## src/rtl/lcd_spi_tx_if.sv

```systemverilog
// lcd_spi_tx_if -- host-side handshake bundle for the LCD SPI transmitter.
//   data_in : byte to send, MSB first
//   dc_in   : data/command flag for that byte (0 = command, 1 = display data)
//   start   : transfer request, honoured only while ready is high
//   ready   : block can accept start this cycle
//   busy    : LCD reset sequence or a transfer is in progress
//   avail   : one-cycle pulse when a byte has fully shifted out
// master = host driving requests, slave = lcd_spi_tx.
interface lcd_spi_tx_if;
  logic [7:0] data_in;
  logic       dc_in;
  logic       start;
  logic       ready;
  logic       busy;
  logic       avail;

  modport master (output data_in, dc_in, start, input  ready, busy, avail);
  modport slave  (input  data_in, dc_in, start, output ready, busy, avail);
endinterface

```

## src/rtl/lcd_spi_tx.sv

```systemverilog
// lcd_spi_tx -- write-only SPI (mode 0) byte transmitter for an LCD panel,
// with a power-on LCD reset sequence (lcd_rst low, then a settle wait).
//
// Parameters
//   CLK_DIV    : sclk half-period in clk cycles (1..65535)
//   RST_CYCLES : clk cycles lcd_rst is held low, and the settle wait after
//                release (1..2^20-1)
// Ports
//   clk     : system clock, all state on rising edge
//   reset   : asynchronous active-low reset
//   host    : lcd_spi_tx_if.slave (data_in, dc_in, start, ready, busy, avail)
//   mosi    : serial data, MSB first, changes on sclk falling edges
//   sclk    : serial clock, idles low
//   cs      : chip select, active low
//   dc      : data/command line, holds the last captured dc_in
//   lcd_rst : LCD reset, active low
// Build option
//   LCD_SPI_BURST_EN : when defined, a start seen in DONE captures the next
//                      byte and goes straight back to SETUP with cs kept low.
module lcd_spi_tx #(
  parameter int CLK_DIV    = 25,
  parameter int RST_CYCLES = 1000
) (
  input  logic         clk,
  input  logic         reset,
  lcd_spi_tx_if.slave  host,
  output logic         mosi,
  output logic         sclk,
  output logic         cs,
  output logic         dc,
  output logic         lcd_rst
);

`ifdef LCD_SPI_BURST_EN
  localparam bit BURST_EN = 1'b1;
`else
  localparam bit BURST_EN = 1'b0;
`endif

  localparam logic [15:0] DIV_LAST = 16'(CLK_DIV - 1);
  localparam logic [19:0] RST_LAST = 20'(RST_CYCLES - 1);

  typedef enum logic [2:0] {
    RST_HOLD,
    RST_WAIT,
    IDLE,
    SETUP,
    SHIFT,
    DONE,
    GAP
  } state_e;

  state_e      state_q, state_d;
  logic [15:0] div_q, div_d;
  logic [19:0] rst_cnt_q, rst_cnt_d;
  logic [2:0]  bit_q, bit_d;
  logic        phase_q, phase_d;   // 0 = sclk low half, 1 = sclk high half
  logic [7:0]  sh_q, sh_d;         // sh_q[7] is the bit on mosi
  logic        dc_q, dc_d;

  logic div_end;
  logic rst_end;
  logic capture;

  assign div_end = (div_q == DIV_LAST);
  assign rst_end = (rst_cnt_q == RST_LAST);

  always_ff @(posedge clk or negedge reset) begin
    if (!reset) begin
      state_q   <= RST_HOLD;
      div_q     <= '0;
      rst_cnt_q <= '0;
      bit_q     <= '0;
      phase_q   <= 1'b0;
      sh_q      <= '0;
      dc_q      <= 1'b0;
    end else begin
      state_q   <= state_d;
      div_q     <= div_d;
      rst_cnt_q <= rst_cnt_d;
      bit_q     <= bit_d;
      phase_q   <= phase_d;
      sh_q      <= sh_d;
      dc_q      <= dc_d;
    end
  end

  always_comb begin
    state_d   = state_q;
    div_d     = div_q;
    rst_cnt_d = rst_cnt_q;
    bit_d     = bit_q;
    phase_d   = phase_q;
    sh_d      = sh_q;
    dc_d      = dc_q;
    capture   = 1'b0;

    case (state_q)
      RST_HOLD: begin
        if (rst_end) state_d = RST_WAIT;
        else         rst_cnt_d = rst_cnt_q + 20'd1;
      end
      RST_WAIT: begin
        if (rst_end) state_d = IDLE;
        else         rst_cnt_d = rst_cnt_q + 20'd1;
      end
      IDLE: begin
        if (host.start) begin
          capture = 1'b1;
          state_d = SETUP;
        end
      end
      SETUP: begin
        if (div_end) state_d = SHIFT;
        else         div_d = div_q + 16'd1;
      end
      SHIFT: begin
        if (div_end) begin
          div_d = '0;
          if (!phase_q) begin
            phase_d = 1'b1;
          end else begin
            // Falling sclk edge: advance to the next bit or finish.
            phase_d = 1'b0;
            if (bit_q == 3'd7) begin
              state_d = DONE;
            end else begin
              bit_d = bit_q + 3'd1;
              sh_d  = {sh_q[6:0], 1'b0};
            end
          end
        end else begin
          div_d = div_q + 16'd1;
        end
      end
      DONE: begin
        if (BURST_EN && host.start) begin
          capture = 1'b1;
          state_d = SETUP;
        end else begin
          state_d = GAP;
        end
      end
      GAP: begin
        if (div_end) state_d = IDLE;
        else         div_d = div_q + 16'd1;
      end
      default: state_d = RST_HOLD;
    endcase

    if (capture) begin
      sh_d = host.data_in;
      dc_d = host.dc_in;
    end

    // Every state starts its timing from zero; nothing carries across.
    if (state_d != state_q) begin
      div_d     = '0;
      rst_cnt_d = '0;
      bit_d     = '0;
      phase_d   = 1'b0;
    end
  end

  // Outputs decode straight from registered state, so reset forces them
  // to their idle values without waiting for a clock.
  assign host.ready = (state_q == IDLE) || (BURST_EN && (state_q == DONE));
  assign host.busy  = (state_q != IDLE);
  assign host.avail = (state_q == DONE);
  assign sclk       = (state_q == SHIFT) && phase_q;
  assign cs         = !((state_q == SETUP) || (state_q == SHIFT) || (state_q == DONE));
  assign mosi       = ((state_q == SETUP) || (state_q == SHIFT)) ? sh_q[7] : 1'b0;
  assign dc         = dc_q;
  assign lcd_rst    = (state_q != RST_HOLD);

endmodule

```

## src/flat_wrapper.sv

```systemverilog
// flat-port wrapper written by rule: the top's interface ports become plain ports
module lcd_spi_tx_flat 
#(
  parameter int CLK_DIV    = 25,
  parameter int RST_CYCLES = 1000
)
  (clk, reset, mosi, sclk, cs, dc, lcd_rst, host_data_in, host_dc_in, host_start, host_ready, host_busy, host_avail);
  lcd_spi_tx_if host_i ();
  input  logic clk;
  input  logic reset;
  output logic mosi;
  output logic sclk;
  output logic cs;
  output logic dc;
  output logic lcd_rst;
  input wire logic [$bits(host_i.data_in)-1:0] host_data_in;
  input wire logic [$bits(host_i.dc_in)-1:0] host_dc_in;
  input wire logic [$bits(host_i.start)-1:0] host_start;
  output wire logic [$bits(host_i.ready)-1:0] host_ready;
  output wire logic [$bits(host_i.busy)-1:0] host_busy;
  output wire logic [$bits(host_i.avail)-1:0] host_avail;
  assign host_i.data_in = host_data_in;
  assign host_i.dc_in = host_dc_in;
  assign host_i.start = host_start;
  assign host_ready = host_i.ready;
  assign host_busy = host_i.busy;
  assign host_avail = host_i.avail;
  lcd_spi_tx #(.CLK_DIV(CLK_DIV), .RST_CYCLES(RST_CYCLES)) u_core (.clk(clk), .reset(reset), .host(host_i), .mosi(mosi), .sclk(sclk), .cs(cs), .dc(dc), .lcd_rst(lcd_rst));
endmodule
```

## config.mk

```make
export PLATFORM = sky130hd
export DESIGN_NAME = lcd_spi_tx_flat
export DESIGN_NICKNAME = d
export VERILOG_FILES = /design/src/rtl/lcd_spi_tx_if.sv /design/src/rtl/lcd_spi_tx.sv /design/src/flat_wrapper.sv
export SDC_FILE = /design/constraint.sdc
export NUM_CORES = 1
export LEC_CHECK = 0
export CORE_MARGIN = 2
export CORE_UTILIZATION = 25
export DETAILED_ROUTE_END_ITERATION = 8
export GPL_TIMING_DRIVEN = 0
export PLACE_DENSITY = 0.52
export SLEW_MARGIN = 20
export SYNTH_ARGS = -nofsm -noshare
export SYNTH_HDL_FRONTEND = slang
export SYNTH_SLANG_ARGS = --single-unit
```

## constraint.sdc

```tcl
create_clock -name clk -period 5.5 [get_ports clk]
set_clock_uncertainty 0.15 [all_clocks]
set_input_delay 1.1 -clock clk [delete_from_list [all_inputs] [get_ports clk]]
set_output_delay 1.1 -clock clk [all_outputs]
set_load 0.02 [all_outputs]
```

==> impl_metrics.json <==
{
  "max-cap-violations": 0,
  "syn_area_um2": 2930,
  "grt_max_degree": 53,
  "final_util_pct": 30.2,
  "wl_um": 6720,
  "grt_pass1_wl_um": 11800,
  "finalCritPeriodShare_pct": 61.6,
  "leakagePower_nw": 1.39,
  "grt_setup_unrepaired": "no",
  "ys_seq_area_share_pct": 44.4,
  "p_per_area_nw_per_um2": 209,
  "ys_warn_count": 0,
  "port_buffers": 19,
  "regToRegEndpoint": "u_core.div_q[2]",
  "fp.dieW_um": 112,
  "reg2reg_from": "u_core.div_q[5]",
  "vias": 2373,
  "critical_path.endpoint_type": "output pin",
  "clkSinkCount": 52,
  "wire_per_inst_um": 14.2,
  "ant_nets": 0,
  "hold_violations": 0,
  "r2r_slack_ns": 2.82,
  "synth-edff-count": 0,
  "start_kind": "flip-flop",
  "clock_latency_ns": 0.29,
  "power_switching_mw": 0.151,
  "clock_path_buffers": 2,
  "min-delay-path-class": "reg -> reg",
  "cp.required_ns": 4.25,
  "cp_max_fo": 10,
  "min_from": "u_core.dc",
  "die_y_um": 112,
  "drcViolationCount": 0,
  "gp_congestion": 0.795,
  "worstPathArrival_ns": 2.14,
  "post_cts_resized": 0,
  "cts.hold.buffers_added": 0,
  "drtIter0Drc": 109,
  "overflow": 0,
  "worstSetupPathType": "reg -> out",
  "fmax_mhz": 295,
  "cts_made_buffers": 5,
  "fin_crit_ns": 3.39,
  "grt_use_total_pct": 11.3,
  "cts.clk_slew.worst_paths_ns": 0.07,
  "setup_tns_ns": 0,
  "rows": 39,
  "core_area_um2": 11400,
  "grt_pass1_vias": 2444,
  "clkPwrFrac_pct": 44.9,
  "syn-num-nets": 320,
  "synth_seq_cells": 52,
  "swShare_pct": 20.9,
  "via_per_inst": 5.02,
  "avgSynthCellArea_um2": 9.67,
  "synth_cell_type_count": 48,
  "async_reset_ff_share_pct": 100,
  "worstMarginPinSlew_ns": 1.05,
  "crit_end": "cs",
  "synth_ff_type": "dfrtp_1",
  "max-vdd-ir-drop_v": 0.000117,
  "post_cts_buffers": 0,
  "antenna_found_initial": 0,
  "drive_above_1_share_pct": 6.97,
  "reg2reg_depth": 6,
  "status": "finished, final reports clean",
  "root_buffer": "clkbuf_16",
  "syn_to_final_growth_pct": 17.8,
  "final_net_count": 346,
  "slew_viol_final": 0,
  "h-tree-depth": 2,
  "setup_violations": 0,
  "dieArea_um2": 12600,
  "netlist_instances": 303,
  "crit_start": "u_core.state_q[2]",
  "nFillCells": 1220,
  "seq_power_share_pct": 53.0,
  "p_int_mw": 0.571,
  "dp_hpwl_um": 4750,
  "ios": 20,
  "cts_tree": "built",
  "p_comb_share_pct": 2.1,
  "initial_core_util_pct": 25.7,
  "max_slew_margin_pct": 29.8,
  "dr.pass1.iters": 4,
  "antenna_cells": 0
}
==> synth_stat cells, types with 2 or more instances <==
cell type	count	share of area (%)
a31oi_1	2	0.43
o21ai_0	6	1.0
or2_1	2	0.43
or3_1	3	0.64
nor3_1	6	1.0
nor3b_1	2	0.51
xnor2_1	3	0.90
o211ai_1	2	0.51
o31ai_1	6	1.5
a21oi_1	31	5.3
and4_1	3	0.90
a22o_1	2	0.60
nand4_1	10	2.1
ha_1	5	2.1
inv_1	8	1.0
nand3_1	12	2.0
mux2i_1	14	4.8
and2_1	4	0.85
buf_2	3	0.51
mux2_2	2	0.77
nor4_1	5	1.1
xor2_1	17	5.1
a211oi_1	9	2.3
dfrtp_1	52	44
and3_1	8	1.7
nand2_1	28	3.6
o21ai_1	13	2.2
nor2_1	9	1.2
or4_1	8	2.0
clkbuf_1	10	1.3
==> per-stage QoR <==
stage / cell area, um^2 / power [mW] / setup slack [ns] / instances / hold WS, ns
3_3_place_gp: 3300 / 0.406 / 1.45 / 465 / 0.345
6_report: 3450 / 0.722 / 2.11 / 473 / 0.363
4_1_cts: 3450 / 0.736 / 2.05 / 473 / 0.370
2_1_floorplan: 2930 / 0.390 / 2.85 / 303 / 0.336
3_5_place_dp: 3300 / 0.406 / 2.08 / 465 / 0.354
5_1_grt: 3450 / 0.749 / 1.93 / 473 / 0.398
==> worst min path at each step <==
stage	endpoint	depth (start not counted)
after global routing	u_core.dc	1
final	u_core.dc	1
after CTS	u_core.dc	1
after global placement	u_core.dc	1
after floorplan	u_core.div_q[14]	1
after detailed placement	u_core.dc	1
==> critical path: stages, from the launching register on <==
cell	delay, ns
dfrtp_1	0.40
clkbuf_1	0.35
and3b_1	0.28
a21oi_1	0.19
clkdlybuf4s50_1	0.64
==> layout make-up <==
| cell class | count | area, um^2 | share of cell area, % |
|---|---|---|---|
| Sequential cell | 52 | 1300 | 37.7 |
| Timing Repair Buffer | 19 | 188 | 5.43 |
| Multi-Input combinational cell | 229 | 1540 | 44.6 |
| Buffer | 14 | 63.8 | 1.85 |
| Clock inverter | 1 | 7.51 | 0.217 |
| Inverter | 8 | 30.0 | 0.870 |
| Clock buffer | 7 | 143 | 4.13 |
| Tap cell | 143 | 179 | 5.18 |
==> logic make-up (layout without fill, tap and decap cells) <==
logic type      after synthesis  count (layout)  share of synthesized area (%)
compound gates               78              78                           16.5
xor+xnor                     20              20                           5.98
fa+ha+maj                     5               5                           2.13
buf+inv                      22              49                           3.20
flops                        52              52                           44.4
mux                          16              16                           5.55
simple gates                110             110                           22.2
==> cells in the final DEF (no fill, tap or decap), drive strengths merged, types with 10 or more instances in the layout <==
cell type	count
dfrtp	52
a21oi	31
nand2	28
o21ai	19
clkdlybuf4s50	18
xor2	17
clkbuf	17
mux2i	14
nand3	12
nand4	11
a211oi	10
==> registers in the layout, summed over array words and instances, names as in the netlist <==
| register | flops |
|---|---|
| u_core.sh_q | 8 |
| u_core.dc | 1 |
| u_core.bit_q | 3 |
| u_core.rst_cnt_q | 20 |
| u_core.div_q | 16 |
| u_core.phase_q | 1 |
| u_core.state_q | 3 |
==> power by group through the flow <==
stage	clock network (mW)	registers (mW)	logic (mW)
after global placement	0	0.390	0.0164
final	0.324	0.382	0.0153
after global routing	0.350	0.382	0.0176
after floorplan	0	0.390	0.000197
after detailed placement	0	0.390	0.0164
after CTS	0.337	0.382	0.0164
==> routing by layer <==
layer	up-vias	global-route usage, %	share of wire, %
met4	0	1.95	0.66
met1	1154	15.0	47
met5	-	0	0
li1	1182	-	-
met3	6	2.59	4.0
met2	31	19.2	48
Note: power is estimated with default switching activity, not from simulation.
